**src/rtl/plic_scan_arbiter_if.sv**
```systemverilog
// Signal bundle between one PLIC target arbiter and its gateway/register block.
//   irq_pending_i : gateway pending vector, bit i is source ID i+1
//   irq_enable_i  : per-target enable bits
//   irq_prio_i    : per-source priority
//   threshold_i   : per-target priority threshold
//   claim_req_i   : one-cycle claim read strobe
//   claim_idx_o   : committed winner ID (0 = none)
//   max_prio_o    : committed winner priority
//   irq_o         : target interrupt request
//   scan_done_o   : one-cycle pulse on scan commit
// The slave modport is the arbiter side; master is the gateway/register side.
interface plic_scan_arbiter_if #(
  parameter int unsigned SOURCE_COUNT = 16,
  parameter int unsigned PRIO_WIDTH   = 3,
  parameter int unsigned SOURCE_WIDTH = $clog2(SOURCE_COUNT + 1)
);

  logic [SOURCE_COUNT-1:0]                 irq_pending_i;
  logic [SOURCE_COUNT-1:0]                 irq_enable_i;
  logic [SOURCE_COUNT-1:0][PRIO_WIDTH-1:0] irq_prio_i;
  logic [PRIO_WIDTH-1:0]                   threshold_i;
  logic                                    claim_req_i;
  logic [SOURCE_WIDTH-1:0]                 claim_idx_o;
  logic [PRIO_WIDTH-1:0]                   max_prio_o;
  logic                                    irq_o;
  logic                                    scan_done_o;

  modport master (
    output irq_pending_i,
    output irq_enable_i,
    output irq_prio_i,
    output threshold_i,
    output claim_req_i,
    input  claim_idx_o,
    input  max_prio_o,
    input  irq_o,
    input  scan_done_o
  );

  modport slave (
    input  irq_pending_i,
    input  irq_enable_i,
    input  irq_prio_i,
    input  threshold_i,
    input  claim_req_i,
    output claim_idx_o,
    output max_prio_o,
    output irq_o,
    output scan_done_o
  );

endinterface

```
**src/rtl/plic_scan_arbiter.sv**
```systemverilog
// Per-target PLIC arbiter. Scans one source per cycle, keeping a running best
// (strictly-greater priority replaces it, so ties go to the lower ID), and
// commits the result after the last source. A claim discards the outputs and
// restarts the scan from source 1.
// Ports:
//   clk  : rising-edge clock
//   rst  : synchronous active-high reset
//   bus  : plic_scan_arbiter_if.slave (pending/enable/prio/threshold/claim in,
//          claim_idx/max_prio/irq/scan_done out, all outputs registered)
module plic_scan_arbiter #(
  parameter int unsigned SOURCE_COUNT = 16,
  parameter int unsigned PRIO_WIDTH   = 3,
  parameter int unsigned SOURCE_WIDTH = $clog2(SOURCE_COUNT + 1)
) (
  input  logic                  clk,
  input  logic                  rst,
  plic_scan_arbiter_if.slave    bus
);

  // A single-source instance still needs a 1-bit index register.
  localparam int unsigned IDX_WIDTH = (SOURCE_COUNT > 1) ? $clog2(SOURCE_COUNT) : 1;
  localparam int unsigned LAST_IDX  = SOURCE_COUNT - 1;

  logic [IDX_WIDTH-1:0]    idx_q,       idx_d;
  logic [SOURCE_WIDTH-1:0] best_id_q,   best_id_d;
  logic [PRIO_WIDTH-1:0]   best_prio_q, best_prio_d;
  logic [SOURCE_WIDTH-1:0] claim_idx_q, claim_idx_d;
  logic [PRIO_WIDTH-1:0]   max_prio_q,  max_prio_d;
  logic                    irq_q,       irq_d;
  logic                    scan_done_q, scan_done_d;

  logic                    last_c;
  logic                    cand_c;
  logic [PRIO_WIDTH-1:0]   cur_prio_c;
  logic [SOURCE_WIDTH-1:0] run_id_c;
  logic [PRIO_WIDTH-1:0]   run_prio_c;
  logic [SOURCE_WIDTH-1:0] new_id_c;
  logic [PRIO_WIDTH-1:0]   new_prio_c;

  // Evaluate the source under the index against the running best.
  always_comb begin
    last_c     = (idx_q == IDX_WIDTH'(LAST_IDX));
    cur_prio_c = bus.irq_prio_i[idx_q];
    cand_c     = bus.irq_pending_i[idx_q] & bus.irq_enable_i[idx_q] &
                 (cur_prio_c != '0);

    // Index 0 always starts from a cleared best, regardless of leftovers.
    run_id_c   = (idx_q == '0) ? '0 : best_id_q;
    run_prio_c = (idx_q == '0) ? '0 : best_prio_q;

    new_id_c   = run_id_c;
    new_prio_c = run_prio_c;
    if (cand_c && (cur_prio_c > run_prio_c)) begin
      new_id_c   = SOURCE_WIDTH'(idx_q) + SOURCE_WIDTH'(1);
      new_prio_c = cur_prio_c;
    end
  end

  // Next-state: advance scan, commit on the last index, claim overrides all.
  always_comb begin
    idx_d       = last_c ? '0 : idx_q + IDX_WIDTH'(1);
    best_id_d   = new_id_c;
    best_prio_d = new_prio_c;
    claim_idx_d = claim_idx_q;
    max_prio_d  = max_prio_q;
    scan_done_d = 1'b0;

    if (last_c) begin
      claim_idx_d = new_id_c;
      max_prio_d  = new_prio_c;
      scan_done_d = 1'b1;
    end

    if (bus.claim_req_i) begin
      idx_d       = '0;
      best_id_d   = '0;
      best_prio_d = '0;
      claim_idx_d = '0;
      max_prio_d  = '0;
      scan_done_d = 1'b0;
    end

    // Uses the value being committed this edge and the live threshold.
    irq_d = (max_prio_d > bus.threshold_i) && (claim_idx_d != '0);
  end

  always_ff @(posedge clk) begin
    if (rst) begin
      idx_q       <= '0;
      best_id_q   <= '0;
      best_prio_q <= '0;
      claim_idx_q <= '0;
      max_prio_q  <= '0;
      irq_q       <= 1'b0;
      scan_done_q <= 1'b0;
    end else begin
      idx_q       <= idx_d;
      best_id_q   <= best_id_d;
      best_prio_q <= best_prio_d;
      claim_idx_q <= claim_idx_d;
      max_prio_q  <= max_prio_d;
      irq_q       <= irq_d;
      scan_done_q <= scan_done_d;
    end
  end

  assign bus.claim_idx_o = claim_idx_q;
  assign bus.max_prio_o  = max_prio_q;
  assign bus.irq_o       = irq_q;
  assign bus.scan_done_o = scan_done_q;

endmodule

```
**src/flat_wrapper.sv**
```systemverilog
// flat-port wrapper written by rule: the top's interface ports become plain ports
module plic_scan_arbiter_flat 
#(
  parameter int unsigned SOURCE_COUNT = 16,
  parameter int unsigned PRIO_WIDTH   = 3,
  parameter int unsigned SOURCE_WIDTH = $clog2(SOURCE_COUNT + 1)
)
  (clk, rst, bus_irq_pending_i, bus_irq_enable_i, bus_irq_prio_i, bus_threshold_i, bus_claim_req_i, bus_claim_idx_o, bus_max_prio_o, bus_irq_o, bus_scan_done_o);
  plic_scan_arbiter_if #(.SOURCE_COUNT(SOURCE_COUNT), .PRIO_WIDTH(PRIO_WIDTH), .SOURCE_WIDTH(SOURCE_WIDTH)) bus_i ();
  input  logic clk;
  input  logic rst;
  input wire logic [$bits(bus_i.irq_pending_i)-1:0] bus_irq_pending_i;
  input wire logic [$bits(bus_i.irq_enable_i)-1:0] bus_irq_enable_i;
  input wire logic [$bits(bus_i.irq_prio_i)-1:0] bus_irq_prio_i;
  input wire logic [$bits(bus_i.threshold_i)-1:0] bus_threshold_i;
  input wire logic [$bits(bus_i.claim_req_i)-1:0] bus_claim_req_i;
  output wire logic [$bits(bus_i.claim_idx_o)-1:0] bus_claim_idx_o;
  output wire logic [$bits(bus_i.max_prio_o)-1:0] bus_max_prio_o;
  output wire logic [$bits(bus_i.irq_o)-1:0] bus_irq_o;
  output wire logic [$bits(bus_i.scan_done_o)-1:0] bus_scan_done_o;
  assign bus_i.irq_pending_i = bus_irq_pending_i;
  assign bus_i.irq_enable_i = bus_irq_enable_i;
  assign bus_i.irq_prio_i = bus_irq_prio_i;
  assign bus_i.threshold_i = bus_threshold_i;
  assign bus_i.claim_req_i = bus_claim_req_i;
  assign bus_claim_idx_o = bus_i.claim_idx_o;
  assign bus_max_prio_o = bus_i.max_prio_o;
  assign bus_irq_o = bus_i.irq_o;
  assign bus_scan_done_o = bus_i.scan_done_o;
  plic_scan_arbiter #(.SOURCE_COUNT(SOURCE_COUNT), .PRIO_WIDTH(PRIO_WIDTH), .SOURCE_WIDTH(SOURCE_WIDTH)) u_core (.clk(clk), .rst(rst), .bus(bus_i));
endmodule
```
**config.mk**
```make
export PLATFORM = sky130hd
export DESIGN_NAME = plic_scan_arbiter_flat
export DESIGN_NICKNAME = d
export VERILOG_FILES = /design/src/rtl/plic_scan_arbiter_if.sv /design/src/rtl/plic_scan_arbiter.sv /design/src/flat_wrapper.sv
export SDC_FILE = /design/constraint.sdc
export NUM_CORES = 1
export LEC_CHECK = 0
export ABC_AREA = 1
export BUFFER_PORTS_ARGS = -buffer_cell sky130_fd_sc_hd__buf_2
export CAP_MARGIN = 10
export CELL_PAD_IN_SITES_DETAIL_PLACEMENT = 0
export CELL_PAD_IN_SITES_GLOBAL_PLACEMENT = 1
export CORE_MARGIN = 1.5
export CORE_UTILIZATION = 27
export CTS_BUF_LIST = sky130_fd_sc_hd__clkbuf_4
export DETAILED_ROUTE_END_ITERATION = 10
export GPL_TIMING_DRIVEN = 0
export MAX_ROUTING_LAYER = met4
export PLACE_DENSITY = 0.8
export SKIP_LAST_GASP = 1
export SLEW_MARGIN = 20
export SYNTH_ARGS = -nofsm -noshare
export SYNTH_HDL_FRONTEND = slang
export SYNTH_SLANG_ARGS = --single-unit
```
**constraint.sdc**
```tcl
create_clock -name clk -period 3.3 [get_ports clk]
set_clock_uncertainty 0.1 [all_clocks]
set_input_delay 0.66 -clock clk [delete_from_list [all_inputs] [get_ports clk]]
set_output_delay 0.66 -clock clk [all_outputs]
set_load 0.01 [all_outputs]
```
=== Word level (Yosys, flattened, before mapping) ===
Cells that the tools add are included.

* Bits in registers: 22
* Latch bits: 0
* Memory bits (writable): 0
* Memory bits (read-only): 0
* Input port bits: 86
* Output and inout port bits: 10
* Memories kept: 0

* $add $sub $neg: 2
* Multipliers: 0
* Div/mod/pow operators: 0
* Magnitude comparators: 3
* Eq/ne operators: 1
* Shift operators: 0
* Muxes and demuxes: 15
* Bitwise gates (word level): 2
* Reductions and logical operators: 7

{| class="wikitable"
|+ Operators with widths
! cell !! number
|-
| 5-bit two-way mux || 4
|-
| 3-bit two-way mux || 5
|-
| 3-bit binary-select mux with 4-bit select || 1
|-
| 1-bit binary-select mux with 4-bit select || 2
|-
| 3-bit > comparator || 2
|-
| 4-bit by 1-bit adder with 5-bit output (second input constant) || 1
|-
| 4-bit by 5-bit < comparator with 1-bit output (second input constant) || 1
|-
| 5-bit nonzero test || 1
|-
| 4-bit by 1-bit adder with 4-bit output (second input constant) || 1
|-
| 4-bit equality test (second input constant) || 1
|-
| 4-bit logical NOT || 1
|-
| 1-bit two-way mux || 3
|-
| 3-bit nonzero test || 1
|-
| 3-bit OR reduction || 1
|-
| 1-bit AND || 2
|-
| 1-bit logical AND || 2
|-
| 2-bit OR reduction || 1
|}

=== Depth between registers and ports, before layout ===
Gate-level depths: netlist of run 1.

* Depth in word-level cells: 10
* Gate-level depth with buffers: 27
* Depth with buffers taken out: 24

=== Least setup slack after synthesis of run 1 ===
OpenSTA, ideal clock, no wires.

* Path kind: input to register
* Start point: input bus_irq_prio_i[2]
* End point: register u_core.irq_q, in the netlist u_core.bus.irq_o
* Setup time: 0.112 ns
* Arrival: 3.086 ns
* Data required time: 3.088 ns
* Path slack: 0.002 ns
* Stages on the path: 21
* Buffers on the path: 1
* Cell sequence: or2_2 -> nand3_2 -> nand3_1 -> nand2_1 -> nand2_2 -> ha_1 -> nand3b_1 -> a32oi_1 -> nand2_1 -> nor2_4 -> nand2_4 -> buf_6 -> o21ai_1 -> nand2_1 -> nand3_1 -> inv_1 -> ha_1 -> a21oi_1 -> o21ai_0 -> nand3b_1 -> nor2_1

* Cells in the longest elaborated chain, start to end: 10
* Elaborated cells between the ends (all ways): 15
* Classes of those cells: order compare (2); mux (8); bitwise (1); reduce/logical (4)

{| class="wikitable"
|+ Ends and longest elaborated chain
! element !! line !! source
|-
| start, declared || flat_wrapper.sv:14 || <nowiki>input wire logic [$bits(bus_i.irq_prio_i)-1:0] bus_irq_prio_i;</nowiki>
|-
| 3-bit binary-select mux with 4-bit select * || plic_scan_arbiter.sv:43 || <nowiki>cur_prio_c = bus.irq_prio_i[idx_q];</nowiki>
|-
| 3-bit two-way mux (not written as such) * || plic_scan_arbiter.sv:43 ||
|-
| branches (longest 3 deep; another with 3-bit > comparator) || -- ||
|-
| 3-bit two-way mux * || plic_scan_arbiter.sv:53 || <nowiki>if (cand_c && (cur_prio_c > run_prio_c)) begin</nowiki>
|-
| 3-bit two-way mux * || plic_scan_arbiter.sv:68 || <nowiki>if (last_c) begin</nowiki>
|-
| 3-bit two-way mux * || plic_scan_arbiter.sv:74 || <nowiki>if (bus.claim_req_i) begin</nowiki>
|-
| net u_core.max_prio_d[2] || plic_scan_arbiter.sv:28 || <nowiki>logic [PRIO_WIDTH-1:0] max_prio_q, max_prio_d;</nowiki>
|-
| 3-bit > comparator * || plic_scan_arbiter.sv:84 || <nowiki>irq_d = (max_prio_d > bus.threshold_i) && (claim_idx_d != '0);</nowiki>
|-
| 1-bit logical AND * || plic_scan_arbiter.sv:84 ||
|-
| end signal, assigned || plic_scan_arbiter.sv:102 || <nowiki>irq_q <= irq_d;</nowiki>
|-
| end, declared || plic_scan_arbiter.sv:29 || <nowiki>logic irq_q, irq_d;</nowiki>
|}

Mark *: on every way through the listed nets, which the timed path passes. The select of a mux whose other input is x is not followed.
A chain may end at the register's enable or synchronous reset.

=== Worst setup path after layout of run 1 ===
* Start point: register u_core.idx_q[0]
* End point: register u_core.irq_q, in the netlist u_core.bus.irq_o

* Cells in the longest elaborated chain, start to end: 10
* Elaborated cells between the ends (all ways): 25
* Classes of those cells: add/sub (1); order compare (2); eq/ne (1); mux (14); bitwise (2); reduce/logical (5)

{| class="wikitable"
|+ Ends and longest elaborated chain
! element !! line !! source
|-
| start, declared || plic_scan_arbiter.sv:24 || <nowiki>logic [IDX_WIDTH-1:0] idx_q, idx_d;</nowiki>
|-
| start signal, assigned || plic_scan_arbiter.sv:97 || <nowiki>idx_q <= idx_d;</nowiki>
|-
| branches (longest 6 deep; another with 3-bit > comparator) || -- ||
|-
| 3-bit two-way mux * || plic_scan_arbiter.sv:68 ||
|-
| 3-bit two-way mux * || plic_scan_arbiter.sv:74 ||
|-
| net u_core.max_prio_d[2] || plic_scan_arbiter.sv:28 ||
|-
| 3-bit > comparator * || plic_scan_arbiter.sv:84 ||
|-
| 1-bit logical AND * || plic_scan_arbiter.sv:84 ||
|}

Marks and branches as above.

==> results of run 1 <==
worst max-delay path, cell delays in order, from the launching register on:
cell	delay, ps
dfxtp_4	390
clkbuf_16	150
or2_2	300
nand3_2	70
nand3_2	100
nand2_1	90
nand2_2	70
ha_4	290
nand3b_1	80
a32oi_2	180
nand2_1	120
nor2_4	130
nand2_4	100
o21ai_2	160
nand2_1	80
nand3_2	110
inv_2	50
ha_4	270
nand2_1	60
o21ai_2	110
nand3b_1	90
nor2_1	80
per-layer routing:
layer | share of wire [%] | GRT usage, % | wire length (um) | vias up
met5 | 0 | - | 0 | -
met4 | 0.63 | 2.68 | 38 | 0
met3 | 5.8 | 2.82 | 351 | 6
met2 | 47 | 27.9 | 2820 | 73
met1 | 47 | 21.0 | 2800 | 1049
li1 | - | - | - | 1209
layout make-up:
type | count | share of cell area (%)
Buffer | 10 | 3.89
Inverter | 33 | 5.00
Tap cell | 77 | 3.40
Sequential cell | 22 | 15.9
Clock buffer | 3 | 0.796
Multi-Input combinational cell | 236 | 46.5
Clock inverter | 1 | 1.06
Timing Repair Buffer | 113 | 23.5
sequential cells by signal, summed over array words and instances, names as in the netlist:
signal                  cells
u_core.idx_q                4
u_core.bus.irq_o            1
u_core.best_prio_q          3
u_core.bus.scan_done_o      1
u_core.bus.max_prio_o       3
u_core.bus.claim_idx_o      5
u_core.best_id_q            5
cells in the mapped netlist, types with 2 or more instances:
cell type / instances / area share, %
inv_2: 4 / 0.83
nor2_2: 2 / 0.69
clkbuf_1: 2 / 0.41
xor2_1: 2 / 0.97
nand3_1: 56 / 15
nor2_1: 49 / 10
nand2_1: 76 / 16
o21ai_1: 4 / 1.1
nor2_4: 2 / 1.2
nand3b_1: 2 / 0.83
buf_2: 3 / 0.83
or2_2: 3 / 1.0
a21oi_1: 9 / 2.5
ha_1: 8 / 5.5
nand2_2: 4 / 1.4
dfxtp_1: 22 / 24
buf_6: 4 / 2.5
buf_4: 2 / 0.83
o21ai_0: 9 / 2.5
inv_1: 27 / 5.6
through the flow:
step	TNS (ps)	total power (uW)	hold slack [ps]	util, %	cell area, sq um
4_1_cts	0	698	394	40.3	2590
6_report	0	736	402	44.1	2830
2_1_floorplan	0	384	357	-	1810
3_3_place_gp	-514	458	371	37.1	2380
5_1_grt	-105	783	432	44.1	2830
3_5_place_dp	-510	460	374	37.1	2380
power breakdown:
part           internal [uW]  leakage [uW]  total, uW  switching, uW
Sequential               269      0.000180        273           3.79
Combinational            131       0.00125        255            123
Clock                    123     0.0000279        208           85.4
Total                    523       0.00145        736            212
final timing paths:
path / cells past startpoint / slack, ps / to
max reg2reg: 21 / 90 / u_core.bus.irq_o$_SDFF_PP0_
min reg2reg: 2 / 400 / u_core.best_id_q[4]$_SDFF_PP0_
max: 21 / 90 / u_core.bus.irq_o$_SDFF_PP0_
min: 2 / 400 / u_core.best_id_q[4]$_SDFF_PP0_
kinds of logic after synthesis:
family / after synthesis / share of synthesized area (%)
compound gates: 30 / 10.0
fa+ha+maj: 8 / 5.52
buf+inv: 44 / 11.5
simple gates: 196 / 47.7
flops: 22 / 24.3
xor+xnor: 2 / 0.966
repair_timing:
action,CTS,global route
resized for setup,30,27
gates cloned,1,2
pin swaps,10,21
setup buffers,6,10
setup endpoints to repair,1,1
==> run_results.csv, run 1 <==
group,metric,value,unit
global_routing,grt_max_degree,14,
floorplan,dieHeight,84.9,um
route,vias,2337,
clocking,cts_tree,"done",
floorplan,core-area,6420,sq um
sta,setup_viol,0,
sta,fmax,312,MHz
power_and_ir_drop,leakagePower,0.00145,uW
status,outcome,"finished, violations left",
floorplan,start_util,28.2,%
worst_setup_path,crit_required,3470,ps
worst_setup_path,crit_fanout,7,
floorplan,die_w,84.9,um
logic_synthesis,async_reset_ff_share,0,%
hold_path,min-delay-start,"u_core.best_id_q[4]$_SDFF_PP0_",
worst_setup_path,crit-reg2reg-launch,"u_core.idx_q[0]$_SDFF_PP0_",
final_layout,fill_cells,690,
worst_setup_path,worstSetupStartpointType,"flip-flop",
clocking,clock_sinks,22,
place,dp_slack,-510,ps
sta,fin_crit_sh,97.2,%
clocking,insertion_delay,310,ps
clocking,htreeDepth,1,
sta,worst_pin_slew,473,ps
clocking,cts-hold-fix-buffers,0,
place,place.gp.congestion,0.838,
final_layout,nNetsFinal,513,
logic_synthesis,yosysUniqueCellTypes,32,
logic_synthesis,netlist_area,1810,sq um
route,wl_per_cell,12.1,um
logic_synthesis,syn_inst,302,
route,drcViolationCount,21,
floorplan,num_rows,29,
clocking,clk_pin_slew_worst_paths,130,ps
status,violations,"DRC",
clocking,cts_buffer_depth,2,
route,first_pass_iters,7,
worst_setup_path,endpoint_kind,"flip-flop",
final_layout,insertedDiodeCount,0,
worst_setup_path,crit_start,"u_core.idx_q[0]$_SDFF_PP0_",
sta,maxSlewViolCount,0,
sta,fin_crit,3210,ps
logic_synthesis,syn_nets,396,
logic_synthesis,yosysSeqAreaShare,24.3,%
floorplan,io_pins,96,
worst_setup_path,arrival,3370,ps
worst_setup_path,critPathKind,"flip-flop to flip-flop",
final_layout,final_cell_mix,"94 x buf_2, 70 x nand2_1, 51 x nand3_1",
route,ant_nets,0,
final_layout,final_common_cell,"buf_2",
floorplan,die_area,7220,sq um
route,vias_per_cell,4.72,
logic_synthesis,ys.flop_type,"dfxtp_1",
final_layout,final_layout_size_suffix_gt1_share,41.9,%
clocking,root_buffer,"clkbuf_4",
final_layout,ff_latch_area,449,sq um
sta,setup_ws,93.2,ps
logic_synthesis,syn_avg_cell_area,6.00,sq um
power_and_ir_drop,p_per_area,260,nW/um^2
clocking,cts_buffers,3,
route,drt-initial-drc-count,63,
hold_path,hp-class,"flip-flop to flip-flop",
route,routed_wl,6000,um
global_routing,grt_pass1_vias,2118,
logic_synthesis,synth-seq-cells,22,
job,drv_cap,0,
final_layout,areaGrowthSynthToFinish,56.1,%
final_layout,multiInputGateArea,1320,sq um
place,dp_hpwl,4510,um
place,port_buffers,94,
global_routing,grt_use_total,16.5,%
sta,relSlewSlack,68.4,%
final_layout,final_cells,495,
global_routing,antenna_found_initial,0,
global_routing,gr-total-overflow,0,
place,placedCellCount,473,
global_routing,grt_pass1_wl,9450,um
power_and_ir_drop,peakVddDrop,290,uV
logic_synthesis,yosys_warnings,0,
logic_synthesis,synth_edf_count,0,
sta,rsz0062_at_grt,"true",
sta,hold_viol_final,0,
(Power assumes the default switching activity.)
==> run 2, diff against run 1 <==
--- a/config.mk
+++ b/config.mk
@@ -10,7 +10,7 @@
 export CAP_MARGIN = 10
 export CELL_PAD_IN_SITES_DETAIL_PLACEMENT = 0
 export CELL_PAD_IN_SITES_GLOBAL_PLACEMENT = 1
-export CORE_MARGIN = 1.5
+export CORE_MARGIN = 2
 export CORE_UTILIZATION = 27
 export CTS_BUF_LIST = sky130_fd_sc_hd__clkbuf_4
 export DETAILED_ROUTE_END_ITERATION = 10
==> run_results.csv, run 2 (synthesis results as in run 1) <==
group,metric,value,unit
route,drt-initial-drc-count,92,
clocking,clk_pin_slew_worst_paths,120,ps
route,wl_met3,305,um
worst_setup_path,r2r_slack,50,ps
final_layout,areaGrowthSynthToFinish,56.0,%
route,vias,2320,
clocking,cts_buffer_depth,2,
worst_setup_path,crit_path_max_incr_delay,400,ps
worst_setup_path,critPathBufInv,4,
route,ant_nets,0,
power_and_ir_drop,peakVddDrop,127,uV
place,dp_slack,-549,ps
sta,worst_pin_slew,443,ps
route,vias_per_cell,4.73,
worst_setup_path,crit_required,3460,ps
final_layout,multiInputGateArea,1370,sq um
sta,hold_viol_final,0,
status,outcome,"completed",
global_routing,antenna_found_initial,0,
worst_setup_path,crit_start,"u_core.idx_q[0]$_SDFF_PP0_",
global_routing,grt_use_total,16.1,%
floorplan,core-area,6420,sq um
final_layout,ff_latch_area,452,sq um
worst_setup_path,cp_top_family,"simple AND/OR/NAND/NOR gates",
clocking,cts_tree,"done",
route,wl_per_cell,12.4,um
final_layout,final_common_cell,"buf_2",
sta,fmax,307,MHz
final_layout,fin_util,44.0,%
floorplan,io_pins,96,
power_and_ir_drop,leakagePower,0.00144,uW
clocking,cts_buffers,3,
global_routing,grt_pass1_wl,9430,um
place,port_buffers,94,
worst_setup_path,crit_fanout,6,
global_routing,grt_max_degree,12,
hold_path,hp-class,"flip-flop to flip-flop",
job,drv_cap,0,
global_routing,gr-total-overflow,0,
worst_setup_path,worstSetupStartpointType,"flip-flop",
worst_setup_path,crit_chain,"buf_12 > clkinv_8 > buf_8 > o21ai_4 > nand3_2 > nand2_2 > nand2_4 > ha_4 > nand3b_1 > a32oi_2 > nand2_1 > nor2_4 > nand2_4 > buf_4 > o21a_2 > o21bai_4 > ha_1 > nand3_1 > nand3b_1 > nor2_1",
route,drcViolationCount,0,
final_layout,final_layout_size_suffix_gt1_share,42.5,%
worst_setup_path,arrival,3410,ps
sta,holdWs,394,ps
final_layout,final_cell_mix,"94 x buf_2, 67 x nand2_1, 50 x nand3_1",
route,drt-met1-wl,2760,um
worst_setup_path,crit_slowest_cell,"dfxtp_4",
route,first_pass_iters,4,
place,place.gp.congestion,0.823,
route,met2_length,2960,um
floorplan,die_area,7390,sq um
route,routed_wl,6090,um
worst_setup_path,critPathKind,"flip-flop to flip-flop",
final_layout,insertedDiodeCount,0,
clocking,insertion_delay,310,ps
worst_setup_path,endpoint_kind,"flip-flop",
sta,setup_ws,47.0,ps
place,dp_hpwl,4520,um
sta,rsz0062_at_grt,"true",
sta,setup_viol,0,
clocking,root_buffer,"clkbuf_4",
floorplan,start_util,28.2,%
floorplan,dieHeight,85.9,um
power_and_ir_drop,p_per_area,230,nW/um^2
hold_path,min-delay-start,"u_core.best_id_q[4]$_SDFF_PP0_",
sta,finalSetupTns,0,ps
sta,fin_crit_sh,98.6,%
clocking,clock_sinks,22,
sta,maxSlewViolCount,0,
global_routing,grt_pass1_vias,2181,
final_layout,fill_cells,676,
worst_setup_path,crit-reg2reg-launch,"u_core.idx_q[0]$_SDFF_PP0_",
power_and_ir_drop,total_power,650,uW
clocking,htreeDepth,1,
final_layout,nNetsFinal,510,
sta,relSlewSlack,70.5,%
floorplan,die_w,85.9,um
route,top_layer_used,"met4",
floorplan,num_rows,29,
sta,fin_crit,3250,ps
-- run 2: cell count changes in the layout (fill, tap and decap cells not counted), moves of 2 or more --
cell / previous run / this run
buf_4: 16 / 12
a21oi_2: 2 / 0
nand2_4: 3 / 5
o21ai_4: 1 / 3
a21oi_1: 7 / 9
nor2_1: 49 / 47
nand2_1: 70 / 67
o21ai_2: 4 / 2
nor2_2: 2 / 4
-- run 2: where the power goes --
group	total [uW]	switching [uW]	leakage, uW	internal (uW)
clock	125	81.9	0.0000138	42.7
combinational	253	127	0.00124	126
sequential	272	4.14	0.000180	268
-- run 2: timing repair --
item	in CTS	in global routing
endpoints found under the setup margin	1	1
gates cloned	1	3
hold buffers	0	0
gates resized for setup	25	48
setup buffers	7	5
pin swaps	14	23
-- run 2: area by class of cell --
class / instances / share of cell area (%)
plain buffers: 10 / 4.02
clock buffers: 3 / 0.796
inverters: 33 / 5.09
multi-input cells: 236 / 48.3
flip-flops and latches: 22 / 16.0
well taps: 77 / 3.41
repair buffers: 109 / 22.1
repair inverters: 1 / 0.310
-- run 2: routing by layer --
metal	vias up	track usage, %
met5	-	-
met4	0	3.32
met3	7	1.25
met2	65	28.8
met1	1051	19.7
li1	1197	-
-- run 2: path summary, 6_finish.rpt --
check,cells after the start,to
setup / recovery,20,u_core.bus.irq_o$_SDFF_PP0_
hold / removal,2,u_core.best_id_q[4]$_SDFF_PP0_
setup reg to reg,20,u_core.bus.irq_o$_SDFF_PP0_
hold reg to reg,2,u_core.best_id_q[4]$_SDFF_PP0_
-- run 2: stage by stage --
stage          instance area (sq um)  std cells
4_1_cts                         2540        483
2_1_floorplan                   1810        302
5_1_grt                         2830        491
3_5_place_dp                    2380        473
6_report                        2830        491
3_3_place_gp                    2380        473
-- run 2: worst register-to-register path, delay by kind of cell (launching register included) --
family	cells	cell delay [ps]
adder cells (fa/ha/maj)	2	510
AO/OA/AOI/OAI	4	690
flip-flops	1	400
buffers and inverters	4	500
AND/OR/NAND/NOR	10	1010
